File: src/rtl/tt_lq_drain_sequencer.sv
// Vector load-buffer drain sequencer: accepts one drain request, then issues
// in-order load-buffer reads with lqid wrap-around, committing one entry per beat.
module tt_lq_drain_sequencer #(
    parameter int LQ_DEPTH = 8,
    parameter int LQID_W   = 3,
    parameter int CNT_W    = 3
) (
    input  logic              clk,
    input  logic              reset,
    input  logic              i_drain_req,
    input  logic [CNT_W-1:0]  i_drain_ref_count,
    input  logic [LQID_W-1:0] i_drain_lqid_start,
    output logic              o_draining,
    output logic              o_lq_rd_valid,
    output logic [LQID_W-1:0] o_lq_rd_lqid,
    input  logic              i_lq_rd_ready,
    output logic              o_lq_commit,
    output logic [LQID_W-1:0] o_lq_commit_lqid,
    input  logic              i_abort,
    output logic              o_done
);

    typedef enum logic [1:0] {
        IDLE  = 2'd0,
        ISSUE = 2'd1,
        DONE  = 2'd2
    } state_t;

    localparam logic [LQID_W-1:0] LQID_LAST = LQID_W'(LQ_DEPTH - 1);
    localparam logic [CNT_W-1:0]  CNT_ONE   = CNT_W'(1);

    state_t            state;
    logic [LQID_W-1:0] ptr;
    logic [CNT_W-1:0]  remaining;
    logic              fire;
    logic [LQID_W-1:0] ptr_inc;

    assign fire    = o_lq_rd_valid & i_lq_rd_ready;
    assign ptr_inc = (ptr == LQID_LAST) ? '0 : ptr + LQID_W'(1);

    assign o_lq_rd_lqid     = ptr;
    assign o_lq_commit      = fire;
    assign o_lq_commit_lqid = ptr;

    always_ff @(posedge clk or posedge reset) begin
        if (reset) begin
            state         <= IDLE;
            ptr           <= '0;
            remaining     <= '0;
            o_draining    <= 1'b0;
            o_lq_rd_valid <= 1'b0;
            o_done        <= 1'b0;
        end else begin
            unique case (state)
                IDLE: begin
                    // abort wins over a request arriving in the same cycle
                    if (i_drain_req && !i_abort) begin
                        ptr        <= i_drain_lqid_start;
                        remaining  <= i_drain_ref_count;
                        o_draining <= 1'b1;
                        if (i_drain_ref_count != '0) begin
                            state         <= ISSUE;
                            o_lq_rd_valid <= 1'b1;
                        end else begin
                            state  <= DONE;
                            o_done <= 1'b1;
                        end
                    end
                end
                ISSUE: begin
                    if (fire) begin
                        ptr       <= ptr_inc;
                        remaining <= remaining - CNT_ONE;
                    end
                    if (i_abort) begin
                        state         <= IDLE;
                        o_draining    <= 1'b0;
                        o_lq_rd_valid <= 1'b0;
                    end else if (fire && remaining == CNT_ONE) begin
                        state         <= DONE;
                        o_lq_rd_valid <= 1'b0;
                        o_done        <= 1'b1;
                    end
                end
                DONE: begin
                    state      <= IDLE;
                    o_draining <= 1'b0;
                    o_done     <= 1'b0;
                end
                default: begin
                    state         <= IDLE;
                    o_draining    <= 1'b0;
                    o_lq_rd_valid <= 1'b0;
                    o_done        <= 1'b0;
                end
            endcase
        end
    end

endmodule
File: config.mk
export PLATFORM = sky130hd
export DESIGN_NAME = tt_lq_drain_sequencer
export DESIGN_NICKNAME = d
export VERILOG_FILES = /design/src/rtl/tt_lq_drain_sequencer.sv
export SDC_FILE = /design/constraint.sdc
export NUM_CORES = 1
export LEC_CHECK = 0
export CAP_MARGIN = 40
export CELL_PAD_IN_SITES_DETAIL_PLACEMENT = 1
export CELL_PAD_IN_SITES_GLOBAL_PLACEMENT = 1
export CORE_MARGIN = 10
export CORE_UTILIZATION = 30
export DETAILED_ROUTE_END_ITERATION = 10
export PLACE_DENSITY = 0.74
export SYNTH_ARGS = -nofsm -noshare
export SYNTH_HDL_FRONTEND = slang
export SYNTH_SLANG_ARGS = --single-unit
export TNS_END_PERCENT = 100
File: constraint.sdc
create_clock -name clk -period 2 [get_ports clk]
set_input_delay 0.4 -clock clk [delete_from_list [all_inputs] [get_ports clk]]
set_output_delay 0.4 -clock clk [all_outputs]
set_load 0.01 [all_outputs]
==> results of run 1 <==
==> flip-flops by register name, indices dropped and copies added (netlist names) <==
register          count
o_lq_commit_lqid      3
remaining             3
state                 2
o_done                1
o_draining            1
o_lq_rd_valid         1
==> layer usage <==
layer  up-vias  global-route usage, %
li1        298                      -
met1       276                  8.989
met2        18                  13.10
met3         2                  2.425
met4         0                  4.656
met5         -                      0
==> report_power, final <==
part	leakage, nW	internal, mW	switching (mW)	total, mW
clock	0.0150	0.0773	0.0835	0.161
combinational	0.282	0.264	0.184	0.448
sequential	0.131	0.289	0.0585	0.347
==> how the worst max path moves through the flow <==
stage | startpoint | end | slack, ns | cells after the start
after global routing | i_lq_rd_ready | o_lq_commit | 0.24 | 3
after global placement | i_lq_rd_ready | o_lq_commit | -0.01 | 3
after CTS | i_lq_rd_ready | o_lq_commit | 0.26 | 3
after floorplan | o_lq_commit_lqid[0]$_DFFE_PP0P_ | o_lq_commit_lqid[2]$_DFFE_PP0P_ | 0.49 | 4
after detailed placement | i_lq_rd_ready | o_lq_commit | -0.02 | 3
final | i_lq_rd_ready | o_lq_commit | 0.27 | 3
==> kinds of logic (layout without fill, tap and decap cells) <==
group	Yosys count	in the layout	synth area share (%)
and+or+nand+nor	22	22	20.38
AOI/OAI and AO/OA	13	13	14.51
buffers and inverters	11	36	8.118
DFF	11	11	38.00
adders and majority gates	4	4	6.909
muxes	8	8	12.09
==> metrics by stage <==
stage               power, mW  hold WS (ns)  setup WS, ns
global placement       0.8019        0.4826      -0.01061
global route            1.039        0.4909        0.2376
finish                 0.9563        0.4323        0.2718
CTS                    0.9763        0.4502        0.2563
floorplan              0.6112        0.2524        0.4888
detailed placement     0.8106        0.4899      -0.01669
==> cell type report <==
type                    count  area [um2]
multi-input cells          47       390.4
clock buffers               4       26.28
flip-flops and latches     11       275.3
fillers                   264        1257
inverters                   5       18.77
well taps                  28       35.03
repair buffers             27       251.5
==> critical path: stages <==
cell                              delay [ns]
sky130_fd_sc_hd__clkdlybuf4s50_1        0.47
sky130_fd_sc_hd__and2_1                 0.17
sky130_fd_sc_hd__dlygate4sd2_1          0.28
==> layout by cell type (no fill, tap or decap), types with 2 or more instances in the layout <==
master	n
sky130_fd_sc_hd__clkdlybuf4s50_1	19
sky130_fd_sc_hd__dfrtp_1	11
sky130_fd_sc_hd__a211oi_1	2
sky130_fd_sc_hd__mux2_2	6
sky130_fd_sc_hd__nand2_1	4
sky130_fd_sc_hd__nand3_1	3
sky130_fd_sc_hd__nand3b_1	2
sky130_fd_sc_hd__o31ai_1	2
sky130_fd_sc_hd__clkbuf_4	3
sky130_fd_sc_hd__nand2b_1	2
sky130_fd_sc_hd__ha_1	4
sky130_fd_sc_hd__buf_4	7
sky130_fd_sc_hd__a21oi_1	2
sky130_fd_sc_hd__nor2_1	3
sky130_fd_sc_hd__nor2b_1	2
sky130_fd_sc_hd__mux2i_1	2
sky130_fd_sc_hd__inv_1	5
==> Yosys cell counts (all sizes together) <==
cell type	instances	area, um2
buf	6	40.04
nor2b	2	12.51
mux2i	2	20.02
inv	5	18.77
a221oi	1	8.760
o221ai	1	8.760
ha	4	50.05
nand3b	2	15.01
nor2	3	11.26
and4b	1	10.01
a211oi	2	15.01
dfrtp	11	275.3
or3b	1	11.26
nand2b	2	12.51
o31ai	2	15.01
o21ai	1	5.000
nand3	3	15.01
a221o	1	10.01
and2	1	6.260
nor4b	1	23.77
a21oi	3	26.28
nand2	4	15.01
o21bai	1	7.510
mux2	6	67.56
nor3	1	5.000
o2bb2ai	1	8.760
or4b	1	10.01
==> what timing repair did <==
| action | CTS | global route |
|---|---|---|
| endpoints found under the setup margin | 1 | 0 |
| resized for setup | 1 | 0 |
| setup buffers | 0 | 0 |
==> impl_table.tex, run 1 <==
\begin{tabular}{lr}
\hline
Metric & Value \\
\hline
\multicolumn{2}{l}{\textbf{Die}} \\
\quad Floorplan die area & 0.004780 mm2 \\
\quad Initial Util & 32.13\% \\
\quad Core Region & 0.002255 mm2 \\
\quad Horizontal die dimension & 69.14 um \\
\quad Row count & 17 \\
\quad Floorplan die height & 69.14 um \\
\quad I/O pins & 21 \\
\multicolumn{2}{l}{\textbf{Power}} \\
\quad Static power due to leakage & 0.4277 nW \\
\quad IR Drop Worst-Case VDD & 506.2 uV \\
\quad Power density over the cells & 959.0 mW/mm2 \\
\multicolumn{2}{l}{\textbf{Cells and area}} \\
\quad Final Util & 44.23\% \\
\quad Layout Area Growth over Synthesis & 37.65\% \\
\quad Post-route non-filler standard cell count & 122 \\
\quad Final net count & 110 \\
\quad Fraction of final layout cells sized beyond drive strength 1 & 20.21\% \\
\quad Antenna cell count & 0 \\
\quad Post-route standard cell area excluding fillers & 997.2 um2 \\
\multicolumn{2}{l}{\textbf{Worst setup path}} \\
\quad Category of the most critical setup path & primary input to primary output \\
\quad Length in cells of the worst reg-to-reg path & 3 \\
\quad Critical Path Fanout Max & 3 \\
\quad Kind of start point of the critical path & primary input \\
\quad RR Endpoint & o\_lq\_commit\_lqid[1]\$\_DFFE\_PP0P\_ \\
\quad Arrival time of the worst setup path & 1.33 ns \\
\quad Worst reg2reg path startpoint & state[1]\$\_DFFE\_PP0P\_ \\
\quad Endpoint type of the worst setup path & primary output \\
\quad Data required time at the worst endpoint & 1.60 ns \\
\quad Minimum setup slack among reg-to-reg paths & 0.33 ns \\
\multicolumn{2}{l}{\textbf{Route}} \\
\quad Routed vias/inst & 4.869 \\
\quad Detail Route met2 WL & 887 um \\
\quad Total length of routed wires & 1.873 mm \\
\quad Detailed-route DRC error count & 0 \\
\quad Number of DRC markers in iteration 0 & 22 \\
\quad Metal3 WL & 111 um \\
\quad Post-detailed-route wirelength per cell & 15.35 um \\
\quad Highest metal used & met4 \\
\quad Drt pass-1 iters & 4 \\
\quad Total via count after detailed routing & 594 \\
\quad Detail Route Antenna Nets & 0 \\
\quad Wl on met1 & 856 um \\
\multicolumn{2}{l}{\textbf{Clocking}} \\
\quad TritonCTS clock tree & done \\
\quad Clock net sink count & 11 \\
\quad Master cell of the clock root buffer & sky130\_fd\_sc\_hd\_\_clkbuf\_4 \\
\quad H-tree depth & 1 \\
\quad Number of buffers inserted by hold repair at cts & 0 \\
\quad Clock transition time at the flip-flop clock pins of the worst setup and hold paths & 0.08 ns \\
\quad Clock network latency to the later pin of the worst-skew pair & 0.27 ns \\
\quad Number of CTS-inserted buffers & 3 \\
\quad Max Buffers Root-to-Sink & 2 \\
\multicolumn{2}{l}{\textbf{Placed design}} \\
\quad Routability cong. & 0.8215 \\
\quad Placed cell count & 118 \\
\quad Area after detailed placement & 972.2 um2 \\
\quad I/O Buffers & 20 \\
\quad Detailed placement HPWL & 1.446 mm \\
\multicolumn{2}{l}{\textbf{STA}} \\
\quad Least-Margin Pin Slew & 0.4470 ns \\
\quad Clock Skew & 0.007601 ns \\
\quad Worst-case headroom to the max-slew limit & 70.17\% \\
\quad Unrepaired setup endpoints after global routing & false \\
\quad Share of the clock period used by the worst path & 86.41\% \\
\quad Setup tns final & 0 ns \\
\quad Count of final hold-check violations & 0 \\
\quad Min Tclk post-route & 1.728 ns \\
\quad Number of slew-limit violations in the final report & 0 \\
\quad Achievable clock frequency & 0.5786 GHz \\
\quad Total setup violations reported at the end of the flow & 0 \\
\multicolumn{2}{l}{\textbf{Yosys}} \\
\quad Post-Syn Area & 724.4 um2 \\
\quad Count of yosys warnings during synthesis & 0 \\
\quad Post-Synthesis Mean Instance Area & 10.50 um2 \\
\quad Share of the yosys chip area belonging to registers & 38.00\% \\
\quad Gate count after technology mapping & 69 \\
\quad Count of unique library cells instantiated by Yosys & 29 \\
\quad Post-synthesis sequential element count & 11 \\
\quad Post-synthesis net count & 84 \\
\multicolumn{2}{l}{\textbf{GRT}} \\
\quad Maximum number of pins on one net before global-route repair & 12 \\
\quad Remaining Overflow, GRT & 0 \\
\quad Via count of the first global-routing pass & 677 \\
\quad Global-route wire length before repair & 3.236 mm \\
\quad Number of antenna violations at the first check in global routing & 0 \\
\quad All-layer global routing usage & 8.046\% \\
\multicolumn{2}{l}{\textbf{Job}} \\
\quad Number of maximum-capacitance violations & 0 \\
\multicolumn{2}{l}{\textbf{Hold path}} \\
\quad Type of the most critical hold path & primary input to async pin \\
\multicolumn{2}{l}{\textbf{Outcome}} \\
\quad Run status & finished clean \\
\hline
\end{tabular}
No activity file was read; power rests on OpenSTA's default activity.
==> inputs of run 2 (changes only) <==
--- a/config.mk
+++ b/config.mk
@@ -5,13 +5,14 @@
 export SDC_FILE = /design/constraint.sdc
 export NUM_CORES = 1
 export LEC_CHECK = 0
-export CAP_MARGIN = 40
+export CAP_MARGIN = 15
 export CELL_PAD_IN_SITES_DETAIL_PLACEMENT = 1
 export CELL_PAD_IN_SITES_GLOBAL_PLACEMENT = 1
 export CORE_MARGIN = 10
 export CORE_UTILIZATION = 30
 export DETAILED_ROUTE_END_ITERATION = 10
 export PLACE_DENSITY = 0.74
+export SKIP_LAST_GASP = 1
 export SYNTH_ARGS = -nofsm -noshare
 export SYNTH_HDL_FRONTEND = slang
 export SYNTH_SLANG_ARGS = --single-unit
==> results of run 2 <==
The final DEF is identical to that of run 1; final timing and power are the same.
